$ cat src/rtl/seg7_pkg.sv
// Shared constants for 7-segment display blocks: widths, segment bit order,
// the hex glyph table and the sample classification used by the scan capture.
package seg7_pkg;

    localparam int SEG_W = 7;
    localparam int NDIG  = 4;

    // Segment vectors are ordered {a,b,c,d,e,f,g}: segment a is the MSB, g the LSB.
    localparam logic [SEG_W-1:0] SEG_0 = 7'h7E;
    localparam logic [SEG_W-1:0] SEG_1 = 7'h30;
    localparam logic [SEG_W-1:0] SEG_2 = 7'h6D;
    localparam logic [SEG_W-1:0] SEG_3 = 7'h79;
    localparam logic [SEG_W-1:0] SEG_4 = 7'h33;
    localparam logic [SEG_W-1:0] SEG_5 = 7'h5B;
    localparam logic [SEG_W-1:0] SEG_6 = 7'h5F;
    localparam logic [SEG_W-1:0] SEG_7 = 7'h70;
    localparam logic [SEG_W-1:0] SEG_8 = 7'h7F;
    localparam logic [SEG_W-1:0] SEG_9 = 7'h7B;
    localparam logic [SEG_W-1:0] SEG_A = 7'h77;
    localparam logic [SEG_W-1:0] SEG_B = 7'h1F;
    localparam logic [SEG_W-1:0] SEG_C = 7'h4E;
    localparam logic [SEG_W-1:0] SEG_D = 7'h3D;
    localparam logic [SEG_W-1:0] SEG_E = 7'h4F;
    localparam logic [SEG_W-1:0] SEG_F = 7'h47;

    typedef enum logic [1:0] {
        SAMPLE_BLANK  = 2'd0,
        SAMPLE_NORMAL = 2'd1,
        SAMPLE_GLITCH = 2'd2
    } sample_kind_t;

endpackage

$ cat src/rtl/seg7_to_hex.sv
// Combinational 7-segment pattern to hex nibble decoder; legal is low for
// any pattern that is not one of the sixteen hex glyphs.
module seg7_to_hex
    import seg7_pkg::*;
(
    input  logic [SEG_W-1:0] pat,
    output logic [3:0]       nibble,
    output logic             legal
);

    always_comb begin
        nibble = 4'h0;
        legal  = 1'b1;
        case (pat)
            SEG_0:   nibble = 4'h0;
            SEG_1:   nibble = 4'h1;
            SEG_2:   nibble = 4'h2;
            SEG_3:   nibble = 4'h3;
            SEG_4:   nibble = 4'h4;
            SEG_5:   nibble = 4'h5;
            SEG_6:   nibble = 4'h6;
            SEG_7:   nibble = 4'h7;
            SEG_8:   nibble = 4'h8;
            SEG_9:   nibble = 4'h9;
            SEG_A:   nibble = 4'hA;
            SEG_B:   nibble = 4'hB;
            SEG_C:   nibble = 4'hC;
            SEG_D:   nibble = 4'hD;
            SEG_E:   nibble = 4'hE;
            SEG_F:   nibble = 4'hF;
            default: legal  = 1'b0;
        endcase
    end

endmodule

$ cat src/rtl/seg7_scan_capture.sv
// Recovers the nibble shown on each position of a multiplexed 4-digit
// 7-segment display by watching its select and segment lines.
module seg7_scan_capture
    import seg7_pkg::*;
#(
    parameter int unsigned SETTLE         = 4,
    parameter bit          SEL_ACTIVE_LOW = 1'b1,
    parameter bit          SEG_ACTIVE_LOW = 1'b1
) (
    input  logic       Clock,
    input  logic       Resetn,
    input  logic       s0,
    input  logic       s1,
    input  logic       s2,
    input  logic       s3,
    input  logic       a,
    input  logic       b,
    input  logic       c,
    input  logic       d,
    input  logic       e,
    input  logic       f,
    input  logic       g,
    output logic [3:0] digit0,
    output logic [3:0] digit1,
    output logic [3:0] digit2,
    output logic [3:0] digit3,
    output logic [3:0] valid,
    output logic [3:0] code_err,
    output logic       glitch,
    output logic       frame_done
);

    localparam logic [7:0]       SETTLE_CNT = 8'(SETTLE);
    localparam logic [NDIG-1:0]  SEL_INV    = {NDIG{SEL_ACTIVE_LOW}};
    localparam logic [SEG_W-1:0] SEG_INV    = {SEG_W{SEG_ACTIVE_LOW}};

    logic [NDIG-1:0]       sel_raw, sel_meta, sel;
    logic [SEG_W-1:0]      pat_raw, pat_meta, pat;
    logic [NDIG+SEG_W-1:0] sample, prev_sample;
    logic [7:0]            cnt, cnt_next;
    logic                  captured, captured_next, cap_clr, cap_fire;
    sample_kind_t          kind;
    logic [3:0]            dec_nibble;
    logic                  dec_legal;
    logic [NDIG-1:0]       frame_mask, mask_next;
    logic [3:0]            digit_q [NDIG];

    assign sel_raw = {s3, s2, s1, s0};
    assign pat_raw = {a, b, c, d, e, f, g};
    assign sample  = {sel, pat};

    assign digit0 = digit_q[0];
    assign digit1 = digit_q[1];
    assign digit2 = digit_q[2];
    assign digit3 = digit_q[3];

    seg7_to_hex u_dec (
        .pat    (pat),
        .nibble (dec_nibble),
        .legal  (dec_legal)
    );

    always_comb begin
        if (sel == '0)
            kind = SAMPLE_BLANK;
        else if ((sel & (sel - 4'd1)) != '0)
            kind = SAMPLE_GLITCH;
        else
            kind = SAMPLE_NORMAL;
    end

    // The counter value seen on the capture edge is cnt_next, which makes the
    // capture land 2 + SETTLE cycles after an input change.
    always_comb begin
        cnt_next      = '0;
        captured_next = captured;
        cap_clr       = (kind == SAMPLE_BLANK) || (sel != prev_sample[SEG_W +: NDIG]);
        if (kind == SAMPLE_NORMAL) begin
            if (sample == prev_sample)
                cnt_next = (cnt == 8'hFF) ? cnt : cnt + 8'd1;
            else
                cnt_next = 8'd1;
        end
        cap_fire = (kind == SAMPLE_NORMAL) && (cnt_next == SETTLE_CNT) &&
                   (!captured || cap_clr);
        if (cap_fire)
            captured_next = 1'b1;
        else if (cap_clr)
            captured_next = 1'b0;
        mask_next = frame_mask | (cap_fire ? sel : '0);
    end

    // Inputs are normalized to active-high before the first flop so the
    // cleared synchronizer reads as a blank sample rather than a glitch.
    always_ff @(posedge Clock) begin
        if (!Resetn) begin
            sel_meta    <= '0;
            sel         <= '0;
            pat_meta    <= '0;
            pat         <= '0;
            prev_sample <= '0;
            cnt         <= '0;
            captured    <= 1'b0;
            frame_mask  <= '0;
            valid       <= '0;
            code_err    <= '0;
            glitch      <= 1'b0;
            frame_done  <= 1'b0;
            for (int i = 0; i < NDIG; i++)
                digit_q[i] <= '0;
        end else begin
            sel_meta    <= sel_raw ^ SEL_INV;
            sel         <= sel_meta;
            pat_meta    <= pat_raw ^ SEG_INV;
            pat         <= pat_meta;
            prev_sample <= sample;
            cnt         <= cnt_next;
            captured    <= captured_next;
            glitch      <= (kind == SAMPLE_GLITCH);
            if (cap_fire) begin
                for (int i = 0; i < NDIG; i++) begin
                    if (sel[i]) begin
                        if (dec_legal) begin
                            digit_q[i]  <= dec_nibble;
                            valid[i]    <= 1'b1;
                            code_err[i] <= 1'b0;
                        end else begin
                            valid[i]    <= 1'b0;
                            code_err[i] <= 1'b1;
                        end
                    end
                end
            end
            if (mask_next == '1) begin
                frame_done <= 1'b1;
                frame_mask <= '0;
            end else begin
                frame_done <= 1'b0;
                frame_mask <= mask_next;
            end
        end
    end

endmodule

$ cat config.mk
export PLATFORM = sky130hd
export DESIGN_NAME = seg7_scan_capture
export DESIGN_NICKNAME = d
export VERILOG_FILES = /design/src/rtl/seg7_pkg.sv /design/src/rtl/seg7_to_hex.sv /design/src/rtl/seg7_scan_capture.sv
export SDC_FILE = /design/constraint.sdc
export NUM_CORES = 1
export LEC_CHECK = 0
export CAP_MARGIN = 30
export CORE_UTILIZATION = 55
export DETAILED_ROUTE_END_ITERATION = 8
export HOLD_SLACK_MARGIN = 0.08
export PLACE_DENSITY_LB_ADDON = 0.3
export SLEW_MARGIN = 20
export SYNTH_ARGS = -nofsm -noshare
export SYNTH_HDL_FRONTEND = slang
export SYNTH_SLANG_ARGS = --single-unit
$ cat constraint.sdc
create_clock -name Clock -period 3.43 [get_ports Clock]
set_input_delay 0.686 -clock Clock [delete_from_list [all_inputs] [get_ports Clock]]
set_output_delay 0.686 -clock Clock [all_outputs]
set_load 0.05 [all_outputs]
== After elaboration in Yosys (flattened, before gate mapping) ==
Memories as Yosys holds them, arrays and structs flattened.
Index checks and enable logic that the tools add are counted.

* $add $sub $neg: 2
* Equality and inequality tests: 23
* Mux-type cells: 34
* Bitwise gates (word level): 9
* Reductions and logical operators: 15

{| class="wikitable"
|+ Operator list
! operator !! count
|-
| $eq 7x7->1 const B || 12
|-
| $pmux 4 s15 || 1
|-
| $mux 8 || 3
|-
| $mux 1 || 23
|-
| $eq 7x6->1 const B || 3
|-
| $mux 4 || 5
|-
| $reduce_or 16->1 || 1
|-
| $eq 11x11->1 || 1
|-
| $add 8x1->8 const B || 1
|-
| $eq 8x3->1 const B || 1
|-
| $eq 8x8->1 const B || 1
|-
| $reduce_and 2->1 || 4
|-
| $eq 7x5->1 const B || 1
|-
| $not 7->7 || 1
|-
| $and 4x4->4 || 1
|-
| $eq 4x4->1 const B || 1
|-
| $logic_not 4->1 || 1
|-
| $mux 2 || 2
|-
| $ne 4x4->1 || 1
|-
| $not 4->4 || 1
|-
| $or 1x1->1 || 4
|-
| $or 4x4->4 || 1
|-
| $reduce_bool 4->1 || 1
|-
| $sub 4x1->4 const B || 1
|-
| other kinds (9) || 11
|}

* Bits in registers: 56
* RAM bits: 16
* Input port bits: 13
* Output and inout port bits: 26
* Word-level logic and storage cells: 102
* Memories kept: 1

{| class="wikitable"
|+ Memories
! memory !! depth !! width !! rd ports !! clocked after memory_dff !! wr ports !! RTL line !! source
|-
| digit_q || 4 || 4 || 4 || 0 || 4 || seg7_scan_capture.sv:46 || <nowiki>logic [3:0] digit_q [NDIG];</nowiki>
|}

== Logic depth before layout (Yosys ltp) ==
Gate-level depths: netlist of the first run.

* Word-level depth: 14
* Mapped depth: 10
* Gate-level depth less buffers: 8

== Modules after synthesis ==
Synthesis of the first run repeated with hierarchy kept, for this count alone.

* Cells, all modules: 316
* Area, all modules: 3119.2 um^2

{| class="wikitable"
|+ Modules (own cells, without submodules)
! module !! instances !! cells an instance !! area each (um^2) !! seq. area each (um^2)
|-
| seg7_scan_capture || 1 || 258 || 2745.1 || 1601.5
|-
| seg7_to_hex || 1 || 58 || 374.1 || 0.0
|}

== Worst setup path after synthesis of the first run ==
OpenSTA, ideal clock, no wires.

* Kind: reg-to-reg
* Start point: register cnt[0]
* End point: memory digit_q[1][0] (enable)
* Setup time: 361 ps
* Data arrival time: 2222 ps
* Data required time: 3069 ps
* Setup slack: 847 ps
* Cell stages (with the launch flop): 8
* Path buffers: 0
* Clock period less this slack: 2583 ps
* Path through: dfxtp_1 ha_1 and3_1 nand3_1 nand3_2 a2111oi_4 nand3_1 o21ai_0

{| class="wikitable"
|+ RTL lines
! what !! RTL line !! source
|-
| start, declared || seg7_scan_capture.sv:40 || <nowiki>logic [7:0] cnt, cnt_next;</nowiki>
|-
| start signal, assigned || seg7_scan_capture.sv:117 || <nowiki>cnt <= cnt_next;</nowiki>
|-
| end, declared || seg7_scan_capture.sv:46 ||
|}

==> summary.txt, run 1 <==
Setup path
  – CP Cell Sequence: xor2_1, nor4_1, nand3_1, a2111oi_4, nand3_1, o21ai_0
  – CP Max Fanout: 18
  – Most frequent CP cell: nand3_1
  – CP Capture Type: flop
  – Worst Path Required: 3.42 ns
  – Worst path top cell family by delay: compound AO/OA/AOI/OAI gates
  – CP bufs+invs: 0
  – Worst EP arrival: 2.98 ns
  – Worst path max stage delay: 0.65 ns
  – Slowest CP cell: dfxtp_1
  – Setup CP Type: flop to flop
  – Startpoint types: flop
  – R2r setup slk: 0.44 ns

Clock tree
  – CTS Buf Count: 9
  – CTS resizes: 0
  – Longest Clk Path Bufs: 2
  – Worst-path clk slew: 0.07 ns
  – Clock H-tree levels: 3
  – Worst skew pair latency: 0.35 ns
  – Hold_buf cts: 0
  – # Post-CTS Setup Buffers: 0
  – Root Buffer Master: clkbuf_8
  – CTS tree: yes
  – Clk sinks: 72

Logic synthesis
  – Post-synth ARST share: 0%
  – Net Count, Synth: 330
  – Synth Instances: 316
  – Synthesis-stage register bit count: 72
  – Library cells used by synthesis: 57
  – Seq/Total Area, Yosys: 51.7%
  – Post-Syn Area: 3100 um2
  – Yosys warning count: 0
  – Syn avg cell area: 9.80 um2
  – Main synth FF type: dfxtp_1
  – EDFF count, synth: 16

GRT
  – Pin count of the biggest net entering global routing: 21
  – Global-route usage over all layers: 20.6%
  – Vias in the first global route: 2050
  – First-pass GRT wire length: 9360 um
  – Gr ovfl total: 0
  – Initial antenna violation count: 0

Detailed routing
  – Routed WL: 5450 um
  – Metal-1 WL: 2450 um
  – Top Layer Used: met4
  – Avg WL per Cell: 13.0 um
  – Drt first pass iters: 6
  – Wire length on met3: 337 um
  – DRT iter0 DRCs: 132
  – Met2 WL post-DR: 2540 um
  – Via count: 2256
  – DRC viols: 0
  – DR vias/cell: 5.37
  – Antenna-violating nets left: 0

Timing
  – WHS: 0.433 ns
  – RSZ-0062 raised after global routing: no
  – Finish-stage setup viols: 0
  – Slew @ Worst Pin: 0.618 ns
  – Clk_skew: 0.00590 ns
  – Setup TNS: 0 ns
  – Rel. slew slack: 58.4%
  – Tcrit/Tclk final: 87.2%
  – Final Hold Viols: 0
  – Pins Over Slew Limit: 0
  – Fmax: 334 MHz
  – Min Tclk post-route: 2.99 ns

Placement
  – Port Buffers: 38
  – Placed Cells: 404
  – Routability congestion estimate: 0.821
  – Hpwl dp: 3800 um

Floorplanning
  – Num rows: 26
  – Die footprint: 5930 um2
  – Die Wd: 77.0 um
  – Die Y: 77.0 um
  – Core area: 5270 um2
  – IO Count: 39
  – Starting density of the core: 58.8%

Cells and area
  – Commonest non-fill, non-tap cell in the layout: dfxtp_1
  – Non-Filler Instances: 420
  – N_diodes: 0
  – Most frequent cells in the layout: dfxtp_1, nor2_1, clkdlybuf4s50_1, and2_1, o21ai_0
  – Layout cells sized above 1: 9.71%
  – Area grow syn2layout: 18.7%
  – # nets final: 359

Min path
  – Hold/Removal Path Class: flop to flop

Power
  – Pleak: 1.38 nW
  – Pwr dens: 496 nW/um2
  – Max VDD drop: 350 uV

Status
  – Run status: completed

Job
  – MaxCap Viol Count: 0
==> metal layers <==
layer  GRT usage, %  vias up
li1               -     1158
met1           25.8     1012
met2           32.0       74
met3           5.12       12
met4           12.3        0
met5              0        -
==> through the flow <==
step	setup slack (ns)	util [%]	area (um2)	power, W
detailed placement	0.480	65.1	3430	0.00104
global route	0.0819	69.7	3670	0.00189
finish	0.440	69.7	3670	0.00182
global placement	0.507	65.1	3430	0.00104
CTS	0.443	69.7	3670	0.00184
floorplan	0.847	-	3100	0.00101
==> where the power goes <==
part / switching, W / total, W / internal, W
clock: 0.000317 / 0.000801 / 0.000484
combinational: 0.0000652 / 0.000116 / 0.0000504
sequential: 0.0000189 / 0.000906 / 0.000887
total: 0.000401 / 0.00182 / 0.00142
==> cell usage after synthesis (3+ instances only) <==
cell / count / area (um2)
xor2_1: 13 / 114
buf_6: 7 / 78.8
a21oi_1: 14 / 70.1
dfxtp_1: 56 / 1120
nor2b_1: 3 / 18.8
buf_4: 3 / 22.5
clkbuf_1: 9 / 33.8
inv_1: 3 / 11.3
o221a_1: 4 / 45.0
nand3_1: 15 / 75.1
and3_1: 8 / 50.1
nor2_1: 48 / 180
nand2_1: 15 / 56.3
edfxtp_1: 16 / 480
o21ai_0: 17 / 85.1
and2_1: 21 / 131
buf_2: 4 / 20.0
nand4_1: 3 / 18.8
nor3_1: 7 / 35.0
==> sequential cells by signal, summed over array words and instances (netlist names) <==
name / flops
code_err: 4
captured: 1
pat_meta: 7
frame_done: 1
glitch: 1
sel: 4
cnt: 8
prev_sample: 11
digit_q: 16
valid: 4
frame_mask: 4
sel_meta: 4
pat: 7
==> worst paths after layout <==
path / from / end / depth (start not counted)
setup / recovery: pat[3] / digit_q[2][0] / 6
hold / removal: sel_meta[0] / sel[0] / 1
setup reg to reg: pat[3] / digit_q[2][0] / 6
hold reg to reg: sel_meta[0] / sel[0] / 1
==> cell families after synthesis <==
kind of cell | count (synthesis) | synth area share, %
buf+inv | 29 | 6.10
xor+xnor | 15 | 4.24
compound gates | 53 | 12.4
flops | 72 | 51.7
fa+ha+maj | 2 | 0.727
mux | 1 | 0.323
simple gates | 144 | 24.5
==> area by class of cell <==
class	count	area (um2)
clock buffer	9	124
inverter	3	11.3
timing repair buffer	44	425
fill	422	1600
clock inverter	7	119
sequential	72	1600
multi-input combinational	215	1310
tap	70	87.6
(Power assumes the default switching activity.)
==> run 2, diff against run 1 <==
- CORE_UTILIZATION: 55 -> 40
==> run 2 against run 1 <==
Against the previous run:
- utilization fell by 20 points
- fmax fell by 2.0%
- total power fell by 3.7%
- largest power group unchanged
- critical path depth did not move
- clock-buffer cell count did not move
- highest routed layer unchanged
- critical endpoint is now digit_q[3][3]
- die area rose by 36%
==> summary.txt, run 2 (same netlist as run 1, synthesis figures left out) <==
Clock tree
  – Clk sinks: 72 (unchanged)
  – Worst skew pair latency: 0.35 ns (about the same)
  – Worst-path clk slew: 0.08 ns (was 0.07 ns)
  – CTS tree: yes (unchanged)
  – Clock H-tree levels: 3 (unchanged)
  – Hold_buf cts: 0 (unchanged)
  – Root Buffer Master: clkbuf_8 (unchanged)
  – Longest Clk Path Bufs: 2 (unchanged)
  – CTS resizes: 0 (unchanged)
  – CTS Buf Count: 9 (unchanged)
  – # Post-CTS Setup Buffers: 0 (unchanged)

Power
  – Pleak: 1.38 nW (about the same)
  – Pwr dens: 475 nW/um2 (was 496 nW/um2)
  – Max VDD drop: 234 uV (was 350 uV)

Cells and area
  – N_diodes: 0 (unchanged)
  – Biggest regs: digit_q: 16 flops, prev_sample: 11 flops, cnt: 8 flops (unchanged)
  – Area grow syn2layout: 19.3% (was 18.7%)
  – Fillers: 683 (was 422)
  – # nets final: 360 (was 359)
  – Max FFs per register: 16 (unchanged)
  – Layout cells sized above 1: 9.97% (was 9.71%)
  – Commonest non-fill, non-tap cell in the layout: dfxtp_1 (unchanged)
  – Util after Layout: 50.1% (was 69.7%)
  – Most frequent cells in the layout: dfxtp_1, nor2_1, clkdlybuf4s50_1, and2_1, o21ai_0 (unchanged)
  – Largest reg by FF count: digit_q (unchanged)

Floorplanning
  – Core area: 7370 um2 (was 5270 um2)
  – Die footprint: 8100 um2 (was 5930 um2)
  – Starting density of the core: 42.0% (was 58.8%)
  – Num rows: 31 (was 26)
  – Die Wd: 90.0 um (was 77.0 um)
  – IO Count: 39 (unchanged)
  – Die Y: 90.0 um (was 77.0 um)

GRT
  – Initial antenna violation count: 0 (unchanged)
  – Global-route usage over all layers: 15.4% (was 20.6%)
  – First-pass GRT wire length: 9800 um (was 9360 um)
  – Vias in the first global route: 2144 (was 2050)
  – Pin count of the biggest net entering global routing: 21 (unchanged)
  – Gr ovfl total: 0 (unchanged)

Setup path
  – Worst Path Required: 3.42 ns (about the same)
  – CP Capture Type: flop (unchanged)
  – Setup CP Type: flop to flop (unchanged)
  – Worst path max stage delay: 0.65 ns (about the same)
  – CP Max Fanout: 18 (unchanged)
  – CP Cell Sequence: xor2_1, nor4_1, nand3_1, a2111oi_4, nand3_1, o21ai_0 (unchanged)
  – Startpoint types: flop (unchanged)
  – Slowest CP cell: dfxtp_1 (unchanged)
  – Worst EP arrival: 3.04 ns (was 2.98 ns)
  – Most frequent CP cell: nand3_1 (unchanged)

Timing
  – Finish-stage setup viols: 0 (unchanged)
  – Setup TNS: 0 ns (unchanged)
  – Pins Over Slew Limit: 0 (unchanged)
  – Setup ws final: 0.380 ns (was 0.440 ns)
  – RSZ-0062 raised after global routing: no (unchanged)
  – Slew @ Worst Pin: 0.703 ns (was 0.618 ns)
  – Tcrit/Tclk final: 88.9% (was 87.2%)
  – Final Hold Viols: 0 (unchanged)
  – Rel. slew slack: 52.7% (was 58.4%)
  – Min Tclk post-route: 3.05 ns (was 2.99 ns)
  – Fmax: 328 MHz (was 334 MHz)
  – Clk_skew: 0.00507 ns (was 0.00590 ns)

Detailed routing
  – Metal-1 WL: 2640 um (was 2450 um)
  – DRC viols: 0 (unchanged)
  – Wire length on met3: 283 um (was 337 um)
  – Antenna-violating nets left: 0 (unchanged)
  – Top Layer Used: met4 (unchanged)
  – Avg WL per Cell: 12.7 um (was 13.0 um)
  – Via count: 2251 (was 2256)
  – Routed WL: 5700 um (was 5450 um)
  – Met2 WL post-DR: 2710 um (was 2540 um)
  – Drt first pass iters: 5 (was 6)
  – DR vias/cell: 5.00 (was 5.37)
  – DRT iter0 DRCs: 80 (was 132)

Placement
  – Hpwl dp: 4000 um (was 3800 um)
  – Post-place setup slack: 0.416 ns (was 0.480 ns)
  – Routability congestion estimate: 0.807 (was 0.821)
  – Port Buffers: 38 (unchanged)

Status
  – Run status: completed (unchanged)

Min path
  – Hold/Removal Path Class: flop to flop (unchanged)

Job
  – MaxCap Viol Count: 0 (unchanged)
[run 2: cell types whose count changed in the layout (fill, tap and decap cells not counted)]
| cell | previous run | this run |
|---|---|---|
| buf_4 | 6 | 7 |
| bufinv_16 | 3 | 2 |
| clkinv_2 | 1 | 2 |
| clkinv_4 | 0 | 1 |
| clkinvlp_4 | 2 | 1 |
[run 2: worst paths after layout]
kind | start | end | slack, ns | depth (start not counted)
hold reg to reg | sel_meta[3] | sel[3] | 0.43 | 1
setup reg to reg | pat[3] | digit_q[3][3] | 0.38 | 6
hold / removal | sel_meta[3] | sel[3] | 0.43 | 1
setup / recovery | pat[3] | digit_q[3][3] | 0.38 | 6
[run 2: routing by layer]
| metal | GRT usage, % | up-vias |
|---|---|---|
| li1 | - | 1156 |
| met1 | 19.1 | 1035 |
| met2 | 24.4 | 53 |
| met3 | 4.91 | 7 |
| met4 | 7.26 | 0 |
| met5 | 0 | - |
[run 2: final cells by class]
cell class / count / area, um2 / share of cell area (%)
multi-input cells: 215 / 1310 / 35.4
repair buffers: 45 / 433 / 11.7
flip-flops and latches: 72 / 1600 / 43.3
clock buffers: 9 / 124 / 3.35
clock inverters: 7 / 95.1 / 2.57
inverters: 3 / 11.3 / 0.305
well taps: 99 / 124 / 3.35
[run 2: stage by stage]
step	hold slack [ns]	cell area (um2)	total power (W)	cells
2_1_floorplan	0.412	3100	0.00101	316
3_3_place_gp	0.416	3480	0.00104	434
3_5_place_dp	0.419	3480	0.00104	434
4_1_cts	0.437	3690	0.00178	450
5_1_grt	0.445	3690	0.00183	450
6_report	0.434	3690	0.00176	450
[run 2: critical path, delay by kind of cell (launching register included)]
| family | cells | cell delay, ns |
|---|---|---|
| flip-flops | 1 | 0.65 |
| AND/OR/NAND/NOR | 3 | 0.83 |
| XOR/XNOR | 1 | 0.14 |
| AO/OA/AOI/OAI | 2 | 1.07 |
[run 2: where the power goes]
part           internal, W  total, W  switching (W)  leakage (nW)
Sequential        0.000887  0.000906      0.0000184         0.621
Combinational    0.0000512  0.000118      0.0000664         0.645
Clock             0.000410  0.000732       0.000322         0.110
==> run 3, diff against run 2 <==
- CORE_MARGIN: unset -> 1
==> results of run 3 <==
Final layout, timing and power as in run 2 (identical DEF).
